<file path="config.mk">
export PLATFORM = sky130hd
export DESIGN_NAME = pipeline_hazard_ctrl_flat
export DESIGN_NICKNAME = d
export VERILOG_FILES = /design/src/rtl/hazard_pkg.sv /design/src/rtl/pipeline_hazard_ctrl_if.sv /design/src/rtl/sat_counter.sv /design/src/rtl/pipeline_hazard_ctrl.sv /design/src/flat_wrapper.sv
export SDC_FILE = /design/constraint.sdc
export NUM_CORES = 1
export LEC_CHECK = 0
export ABC_AREA = 1
export CAP_MARGIN = 20
export CORE_MARGIN = 2
export CORE_UTILIZATION = 45
export DETAILED_ROUTE_END_ITERATION = 10
export PLACE_DENSITY_LB_ADDON = 0.3
export SYNTH_ARGS = -nofsm -noshare
export SYNTH_HDL_FRONTEND = slang
export SYNTH_SLANG_ARGS = --single-unit
</file>
<file path="constraint.sdc">
create_clock -name clk -period 1.9 [get_ports clk]
set_clock_uncertainty 0.2 [all_clocks]
set_input_delay 0.19 -clock clk [delete_from_list [all_inputs] [get_ports clk]]
set_output_delay 0.19 -clock clk [all_outputs]
set_load 0.1 [all_outputs]
</file>
<file path="src/rtl/hazard_pkg.sv">
// Shared definitions for the pipeline hazard sequencer.
//   state_e  : sequencer FSM states (RUN, LD_STALL, FREEZE, FLUSH)
//   XZR_REG  : register number of the zero register (never a real destination)
//   LD_CNT_W : width of the load-use stall down-counter
package hazard_pkg;

   typedef enum logic [1:0] {
      RUN      = 2'd0,
      LD_STALL = 2'd1,
      FREEZE   = 2'd2,
      FLUSH    = 2'd3
   } state_e;

   localparam logic [4:0]  XZR_REG  = 5'd31;
   localparam int unsigned LD_CNT_W = 3;

endpackage

</file>
<file path="src/rtl/pipeline_hazard_ctrl_if.sv">
// Hazard sequencer bus.
//   master : pipeline side; drives ID/EX usage info, branch resolution and
//            dmem_busy, receives register enables, flush/bubble/redirect,
//            event counters and debug state.
//   slave  : hazard sequencer side (directions reversed).
interface pipeline_hazard_ctrl_if #(
   parameter int unsigned CNT_W = 16
);
   logic             id_valid;
   logic [4:0]       id_rs1;
   logic [4:0]       id_rs2;
   logic             id_uses_rs1;
   logic             id_uses_rs2;
   logic             id_reads_flags;
   logic             ex_valid;
   logic [4:0]       ex_rd;
   logic             ex_RegWrite;
   logic             ex_memToReg;
   logic             ex_set_flags;
   logic             br_taken_ex;
   logic             dmem_busy;

   logic             pc_we;
   logic             ifid_we;
   logic             idex_we;
   logic             exmem_we;
   logic             memwb_we;
   logic             ifid_flush;
   logic             idex_bubble;
   logic             pc_redirect;
   logic [CNT_W-1:0] stall_cnt;
   logic [CNT_W-1:0] flush_cnt;
   logic [CNT_W-1:0] freeze_cnt;
   logic [1:0]       state_o;

   modport master (
      output id_valid, id_rs1, id_rs2, id_uses_rs1, id_uses_rs2, id_reads_flags,
             ex_valid, ex_rd, ex_RegWrite, ex_memToReg, ex_set_flags,
             br_taken_ex, dmem_busy,
      input  pc_we, ifid_we, idex_we, exmem_we, memwb_we,
             ifid_flush, idex_bubble, pc_redirect,
             stall_cnt, flush_cnt, freeze_cnt, state_o
   );

   modport slave (
      input  id_valid, id_rs1, id_rs2, id_uses_rs1, id_uses_rs2, id_reads_flags,
             ex_valid, ex_rd, ex_RegWrite, ex_memToReg, ex_set_flags,
             br_taken_ex, dmem_busy,
      output pc_we, ifid_we, idex_we, exmem_we, memwb_we,
             ifid_flush, idex_bubble, pc_redirect,
             stall_cnt, flush_cnt, freeze_cnt, state_o
   );

endinterface

</file>
<file path="src/rtl/sat_counter.sv">
// Saturating up-counter used for performance events.
//   clk   : clock
//   rst   : synchronous active-high reset, clears count
//   inc   : add one this cycle (ignored once count is all-ones)
//   count : current value
module sat_counter #(
   parameter int unsigned W = 16
) (
   input  logic         clk,
   input  logic         rst,
   input  logic         inc,
   output logic [W-1:0] count
);

   logic [W-1:0] count_q;

   always_ff @(posedge clk) begin
      if (rst) begin
         count_q <= '0;
      end else if (inc && (count_q != '1)) begin
         count_q <= count_q + 1'b1;
      end
   end

   assign count = count_q;

endmodule

</file>
<file path="src/rtl/pipeline_hazard_ctrl.sv">
// Stall/flush/freeze sequencer for the 5-stage pipeline.
//   clk, rst : clock, synchronous active-high reset
//   hz       : slave side of the hazard bus; ID/EX usage, branch resolution
//              and dmem_busy in; per-register enables, IF/ID flush, ID/EX
//              bubble, PC redirect, saturating stall/flush/freeze counters
//              and the current FSM state out.
// All control outputs are Mealy: they react in the cycle of detection.
module pipeline_hazard_ctrl
   import hazard_pkg::*;
#(
   parameter int unsigned LOAD_LAT = 1,
   parameter int unsigned CNT_W    = 16
) (
   input logic                  clk,
   input logic                  rst,
   pipeline_hazard_ctrl_if.slave hz
);

   state_e              state_q, state_d;
   state_e              saved_q, saved_d;
   state_e              eff_state;
   logic [LD_CNT_W-1:0] ld_cnt_q, ld_cnt_d;

   logic load_use, flag_use;
   logic stall_inc, flush_inc, freeze_inc;

   logic pc_we, ifid_we, idex_we, exmem_we, memwb_we;
   logic ifid_flush, idex_bubble, pc_redirect;

   assign load_use = hz.id_valid & hz.ex_valid & hz.ex_memToReg & hz.ex_RegWrite &
                     (hz.ex_rd != XZR_REG) &
                     ((hz.id_uses_rs1 & (hz.id_rs1 == hz.ex_rd)) |
                      (hz.id_uses_rs2 & (hz.id_rs2 == hz.ex_rd)));

   assign flag_use = hz.id_valid & hz.id_reads_flags & hz.ex_valid & hz.ex_set_flags;

   always_ff @(posedge clk) begin
      if (rst) begin
         state_q  <= RUN;
         saved_q  <= RUN;
         ld_cnt_q <= '0;
      end else begin
         state_q  <= state_d;
         saved_q  <= saved_d;
         ld_cnt_q <= ld_cnt_d;
      end
   end

   always_comb begin
      pc_we       = 1'b1;
      ifid_we     = 1'b1;
      idex_we     = 1'b1;
      exmem_we    = 1'b1;
      memwb_we    = 1'b1;
      ifid_flush  = 1'b0;
      idex_bubble = 1'b0;
      pc_redirect = 1'b0;
      stall_inc   = 1'b0;
      flush_inc   = 1'b0;
      freeze_inc  = 1'b0;
      state_d     = RUN;
      saved_d     = saved_q;
      ld_cnt_d    = ld_cnt_q;
      // Leaving a freeze decodes as whatever state was interrupted.
      eff_state   = (state_q == FREEZE) ? saved_q : state_q;

      if (rst) begin
         pc_we       = 1'b0;
         ifid_we     = 1'b0;
         idex_we     = 1'b0;
         exmem_we    = 1'b0;
         memwb_we    = 1'b0;
         ifid_flush  = 1'b1;
         idex_bubble = 1'b1;
         saved_d     = RUN;
         ld_cnt_d    = '0;
      end else if (hz.dmem_busy) begin
         pc_we      = 1'b0;
         ifid_we    = 1'b0;
         idex_we    = 1'b0;
         exmem_we   = 1'b0;
         memwb_we   = 1'b0;
         freeze_inc = 1'b1;
         state_d    = FREEZE;
         // Consecutive freeze cycles must keep the originally interrupted state.
         if (state_q != FREEZE) begin
            saved_d = state_q;
         end
      end else if (hz.br_taken_ex) begin
         // ID holds a wrong-path instruction, so its hazards are irrelevant.
         pc_redirect = 1'b1;
         ifid_flush  = 1'b1;
         idex_bubble = 1'b1;
         flush_inc   = 1'b1;
         ld_cnt_d    = '0;
         state_d     = FLUSH;
      end else if (eff_state == LD_STALL) begin
         pc_we       = 1'b0;
         ifid_we     = 1'b0;
         idex_bubble = 1'b1;
         stall_inc   = 1'b1;
         ld_cnt_d    = (ld_cnt_q != '0) ? ld_cnt_q - 1'b1 : '0;
         state_d     = (ld_cnt_q > LD_CNT_W'(1)) ? LD_STALL : RUN;
      end else if (load_use) begin
         pc_we       = 1'b0;
         ifid_we     = 1'b0;
         idex_bubble = 1'b1;
         stall_inc   = 1'b1;
         if (LOAD_LAT > 1) begin
            ld_cnt_d = LD_CNT_W'(LOAD_LAT - 1);
            state_d  = LD_STALL;
         end
      end else if (flag_use) begin
         pc_we       = 1'b0;
         ifid_we     = 1'b0;
         idex_bubble = 1'b1;
         stall_inc   = 1'b1;
      end
   end

   sat_counter #(.W(CNT_W)) u_stall_cnt (
      .clk   (clk),
      .rst   (rst),
      .inc   (stall_inc),
      .count (hz.stall_cnt)
   );

   sat_counter #(.W(CNT_W)) u_flush_cnt (
      .clk   (clk),
      .rst   (rst),
      .inc   (flush_inc),
      .count (hz.flush_cnt)
   );

   sat_counter #(.W(CNT_W)) u_freeze_cnt (
      .clk   (clk),
      .rst   (rst),
      .inc   (freeze_inc),
      .count (hz.freeze_cnt)
   );

   assign hz.pc_we       = pc_we;
   assign hz.ifid_we     = ifid_we;
   assign hz.idex_we     = idex_we;
   assign hz.exmem_we    = exmem_we;
   assign hz.memwb_we    = memwb_we;
   assign hz.ifid_flush  = ifid_flush;
   assign hz.idex_bubble = idex_bubble;
   assign hz.pc_redirect = pc_redirect;
   assign hz.state_o     = state_q;

endmodule

</file>
<file path="src/flat_wrapper.sv">
// flat-port wrapper written by rule: the top's interface ports become plain ports
module pipeline_hazard_ctrl_flat import hazard_pkg::*;
#(
   parameter int unsigned LOAD_LAT = 1,
   parameter int unsigned CNT_W    = 16
)
  (clk, rst, hz_id_valid, hz_id_rs1, hz_id_rs2, hz_id_uses_rs1, hz_id_uses_rs2, hz_id_reads_flags, hz_ex_valid, hz_ex_rd, hz_ex_RegWrite, hz_ex_memToReg, hz_ex_set_flags, hz_br_taken_ex, hz_dmem_busy, hz_pc_we, hz_ifid_we, hz_idex_we, hz_exmem_we, hz_memwb_we, hz_ifid_flush, hz_idex_bubble, hz_pc_redirect, hz_stall_cnt, hz_flush_cnt, hz_freeze_cnt, hz_state_o);
  pipeline_hazard_ctrl_if #(.CNT_W(CNT_W)) hz_i ();
  input logic clk;
  input logic rst;
  input wire logic [$bits(hz_i.id_valid)-1:0] hz_id_valid;
  input wire logic [$bits(hz_i.id_rs1)-1:0] hz_id_rs1;
  input wire logic [$bits(hz_i.id_rs2)-1:0] hz_id_rs2;
  input wire logic [$bits(hz_i.id_uses_rs1)-1:0] hz_id_uses_rs1;
  input wire logic [$bits(hz_i.id_uses_rs2)-1:0] hz_id_uses_rs2;
  input wire logic [$bits(hz_i.id_reads_flags)-1:0] hz_id_reads_flags;
  input wire logic [$bits(hz_i.ex_valid)-1:0] hz_ex_valid;
  input wire logic [$bits(hz_i.ex_rd)-1:0] hz_ex_rd;
  input wire logic [$bits(hz_i.ex_RegWrite)-1:0] hz_ex_RegWrite;
  input wire logic [$bits(hz_i.ex_memToReg)-1:0] hz_ex_memToReg;
  input wire logic [$bits(hz_i.ex_set_flags)-1:0] hz_ex_set_flags;
  input wire logic [$bits(hz_i.br_taken_ex)-1:0] hz_br_taken_ex;
  input wire logic [$bits(hz_i.dmem_busy)-1:0] hz_dmem_busy;
  output wire logic [$bits(hz_i.pc_we)-1:0] hz_pc_we;
  output wire logic [$bits(hz_i.ifid_we)-1:0] hz_ifid_we;
  output wire logic [$bits(hz_i.idex_we)-1:0] hz_idex_we;
  output wire logic [$bits(hz_i.exmem_we)-1:0] hz_exmem_we;
  output wire logic [$bits(hz_i.memwb_we)-1:0] hz_memwb_we;
  output wire logic [$bits(hz_i.ifid_flush)-1:0] hz_ifid_flush;
  output wire logic [$bits(hz_i.idex_bubble)-1:0] hz_idex_bubble;
  output wire logic [$bits(hz_i.pc_redirect)-1:0] hz_pc_redirect;
  output wire logic [$bits(hz_i.stall_cnt)-1:0] hz_stall_cnt;
  output wire logic [$bits(hz_i.flush_cnt)-1:0] hz_flush_cnt;
  output wire logic [$bits(hz_i.freeze_cnt)-1:0] hz_freeze_cnt;
  output wire logic [$bits(hz_i.state_o)-1:0] hz_state_o;
  assign hz_i.id_valid = hz_id_valid;
  assign hz_i.id_rs1 = hz_id_rs1;
  assign hz_i.id_rs2 = hz_id_rs2;
  assign hz_i.id_uses_rs1 = hz_id_uses_rs1;
  assign hz_i.id_uses_rs2 = hz_id_uses_rs2;
  assign hz_i.id_reads_flags = hz_id_reads_flags;
  assign hz_i.ex_valid = hz_ex_valid;
  assign hz_i.ex_rd = hz_ex_rd;
  assign hz_i.ex_RegWrite = hz_ex_RegWrite;
  assign hz_i.ex_memToReg = hz_ex_memToReg;
  assign hz_i.ex_set_flags = hz_ex_set_flags;
  assign hz_i.br_taken_ex = hz_br_taken_ex;
  assign hz_i.dmem_busy = hz_dmem_busy;
  assign hz_pc_we = hz_i.pc_we;
  assign hz_ifid_we = hz_i.ifid_we;
  assign hz_idex_we = hz_i.idex_we;
  assign hz_exmem_we = hz_i.exmem_we;
  assign hz_memwb_we = hz_i.memwb_we;
  assign hz_ifid_flush = hz_i.ifid_flush;
  assign hz_idex_bubble = hz_i.idex_bubble;
  assign hz_pc_redirect = hz_i.pc_redirect;
  assign hz_stall_cnt = hz_i.stall_cnt;
  assign hz_flush_cnt = hz_i.flush_cnt;
  assign hz_freeze_cnt = hz_i.freeze_cnt;
  assign hz_state_o = hz_i.state_o;
  pipeline_hazard_ctrl #(.LOAD_LAT(LOAD_LAT), .CNT_W(CNT_W)) u_core (.clk(clk), .rst(rst), .hz(hz_i));
endmodule
</file>
==> results.toml <==
[synth]
yosysWarnings = 0
syn-num-nets = 530
netlist_area_mm2 = 0.00339
ys_ff_latch = 55
ys.flop_type = "dfxtp_1"
ys_types = 41
async_flop_share_pct = 0
synth_edf_count = 0
synth_cells = 498
ys_seq_area_share_pct = 32.5
synth_area_per_cell_um2 = 6.80

[placement]
gp_congestion = 0.943
place_ws_ns = -0.264
portBuffers = 84
dpl_cell_area_mm2 = 0.00528
detailed_place_hpwl_mm = 7.06

[setup_path]
cp_slowest_stage_delay_ns = 0.50
worst_path_dominant_cell_family = "buffers and inverters"
cp.buffers_inverters = 2
worstPathArrival_ns = 1.57
crit_slowest_cell = "clkdlybuf4s50_1"
cp_max_fo = 3
cp-end-kind = "primary output"
path_class = "input pin to primary output"
cp.required_ns = 1.51
crit_chain = "clkdlybuf4s50_1 > nand2_1 > nand2_1 > nor2_1 > nand3_1 > nand2_1 > nand2_1 > nand2_2 > a21oi_4 > buf_12"
crit_path_frequent_cell = "nand2_1"
critPathLaunchType = "input pin"

[die]
ios = 85
fp.dieH_um = 90.8
die_area_mm2 = 0.00824
rows = 31
core_mm2 = 0.00725
dieWidth_um = 90.8
start_util_pct = 46.7

[clocking]
clock-sinks = 55
clock_latency_ns = 0.31
cts_hold_buf = 0
clkTransAtPathRegs_ns = 0.10
htreeDepth = 2
cts_buffer_depth = 2
cts_tree = "done"
cts_buffers = 5
root_buffer = "clkbuf_8"

[power_and_ir_drop]
powerDensity_mw_per_mm2 = 454
pwr-share-seq_pct = 44.7
p_switching_w = 0.000774
clkPwrFrac_pct = 32.6
swShare_pct = 30.2
p_int_w = 0.00179
power.static_leakage_nw = 2.26
power_frac_comb_pct = 22.8
ir_drop_mv = 0.400
power.total_w = 0.00256

[routing]
drt_first_pass_iters = 5
wl_mm = 9.88
avgViaCountPerCell = 5.33
ant_nets = 0
avgRoutedWirePerCell_um = 13.7
drcViolationCount = 0
vias = 3840
drt_iter0_drc = 205

[run_status]
status = "finished, violations left"
violations = "setup timing"

[timing]
final.min_clock_period_ns = 1.96
hold-worst-slack_ns = 0.0228
post-route-period-util_pct = 103
maxSlewViolCount = 0
final.setup.worst_slack_ns = -0.0595
worst_slew_pin_slew_ns = 0.601
fin_setup_tns_ns = -0.153
rsz0062_at_grt = "yes"
setup_viol = 3
max_freq_ghz = 0.510
hold_viol = 0
max_slew_margin_pct = 59.9

[layout]
area_delta_synth_final_pct = 66.6
stdcell_area_mm2 = 0.00564
drive_gt1_share_pct = 39.6
antenna_cells = 0
nets = 652

[flow_run]
maxCapViolations = 0

[hold_path]
hold_class = "input pin to flop"

[grt]
antenna_found_initial = 0
grt_pass1_wl_mm = 15.6
grt.overflow.total = 0
grt_pass1_vias = 3670
grt_use_total_pct = 22.3
grt_max_degree = 27
-- worst reg2reg max path: stages (launching register included) --
cell and delay (ns):
dfxtp_4 0.37, o21ai_0 0.20, nand2_2 0.09, inv_2 0.09
a21oi_2 0.04, nand2_2 0.11, buf_4 0.17, buf_4 0.22
nand4_1 0.15, a21oi_2 0.16
-- registers in the layout, summed over array words and instances, names as in the netlist --
register,flops
u_core.hz.state_o,2
u_core.u_freeze_cnt.count,16
u_core.ld_cnt_q,3
u_core.saved_q,2
u_core.u_flush_cnt.count,16
u_core.u_stall_cnt.count,16
-- through the flow --
step	util, %	instances
floorplan	-	498
global placement	72.8	694
detailed placement	72.8	694
CTS	74.9	705
global route	77.8	720
finish	77.8	720
-- cells by family (layout without fill, tap and decap cells) --
family	count (synthesis)	after routing	synth area share, %
DFF	55	55	32.5
and+or+nand+nor	266	267	36.7
buffers and inverters	77	198	9.93
AOI/OAI and AO/OA	71	72	12.8
adders and majority gates	5	5	1.85
xor gates and xnor gates	24	24	6.20
-- cell usage in the layout, fill, tap and decap left out, types with 5 or more instances in the layout --
master           count
nand2_1            100
xnor2_1              7
inv_1               50
clkbuf_8             6
nand2_2             18
o21ai_1             10
dfxtp_2             17
nor2_1              49
xor2_1              17
nand2_4              8
nand4_1             25
nor3_1               8
a21oi_2             11
dfxtp_1              5
buf_4               50
dlygate4sd2_1        9
clkdlybuf4s50_1     13
a21oi_1             33
nand3_1             28
buf_12              52
o21ai_0              6
dfxtp_4             33
inv_2                9
nor2_4              10
-- timing repair --
action                                  in CTS  in global routing
cloned                                       0                  2
pin swaps                                    6                 12
resized for setup                           15                 21
endpoints found under the setup margin       4                 38
setup buffers                                3                 13
-- final timing paths --
| check | from | slack [ns] | endpoint | depth (start not counted) |
|---|---|---|---|---|
| hold / removal | rst | 0.02 | u_core.u_flush_cnt.count[7] | 2 |
| hold reg to reg | u_core.saved_q[1] | 0.27 | u_core.saved_q[1] | 2 |
| setup reg to reg | u_core.hz.state_o[0] | 0.05 | u_core.u_stall_cnt.count[9] | 9 |
| setup / recovery | hz_id_rs2[2] | -0.06 | hz_ifid_we | 10 |
-- per-layer routing --
metal	global-route usage (%)	part of all wire, %	wire length (µm)	up-vias
met4	4.29	0.55	54	0
met1	26.7	40	3970	1814
met2	41.5	53	5280	150
li1	-	-	-	1870
met5	0	0	0	-
met3	4.09	5.8	577	6
-- cell type report --
cell class	instances	area, µm²
well taps	99	124
fillers	498	1610
flip-flops and latches	55	1250
inverters	62	240
repair buffers	128	1670
multi-input cells	368	2240
clock inverters	2	38.8
clock buffers	6	82.6
-- synthesized netlist by cell type, types with 9 or more instances --
master	number	share of area, %
nand2_1	116	13
nor2_1	56	6.2
dfxtp_1	55	32
inv_1	52	5.8
a21oi_1	35	5.2
nand3_1	31	4.6
nand4_1	25	4.6
xor2_1	17	4.4
a21oi_2	10	2.6
inv_2	10	1.1
nand2_2	10	1.8
nor3_1	10	1.5
o21ai_0	9	1.3
-- power by group through the flow --
stage               clock [W]  sequential, W  combinational, W
CTS                  0.000858        0.00115          0.000545
floorplan                   0        0.00125          0.000249
global route         0.000915        0.00115          0.000616
global placement            0        0.00118          0.000529
finish               0.000834        0.00114          0.000583
detailed placement          0        0.00118          0.000540
Note: power is estimated with default switching activity, not from simulation.
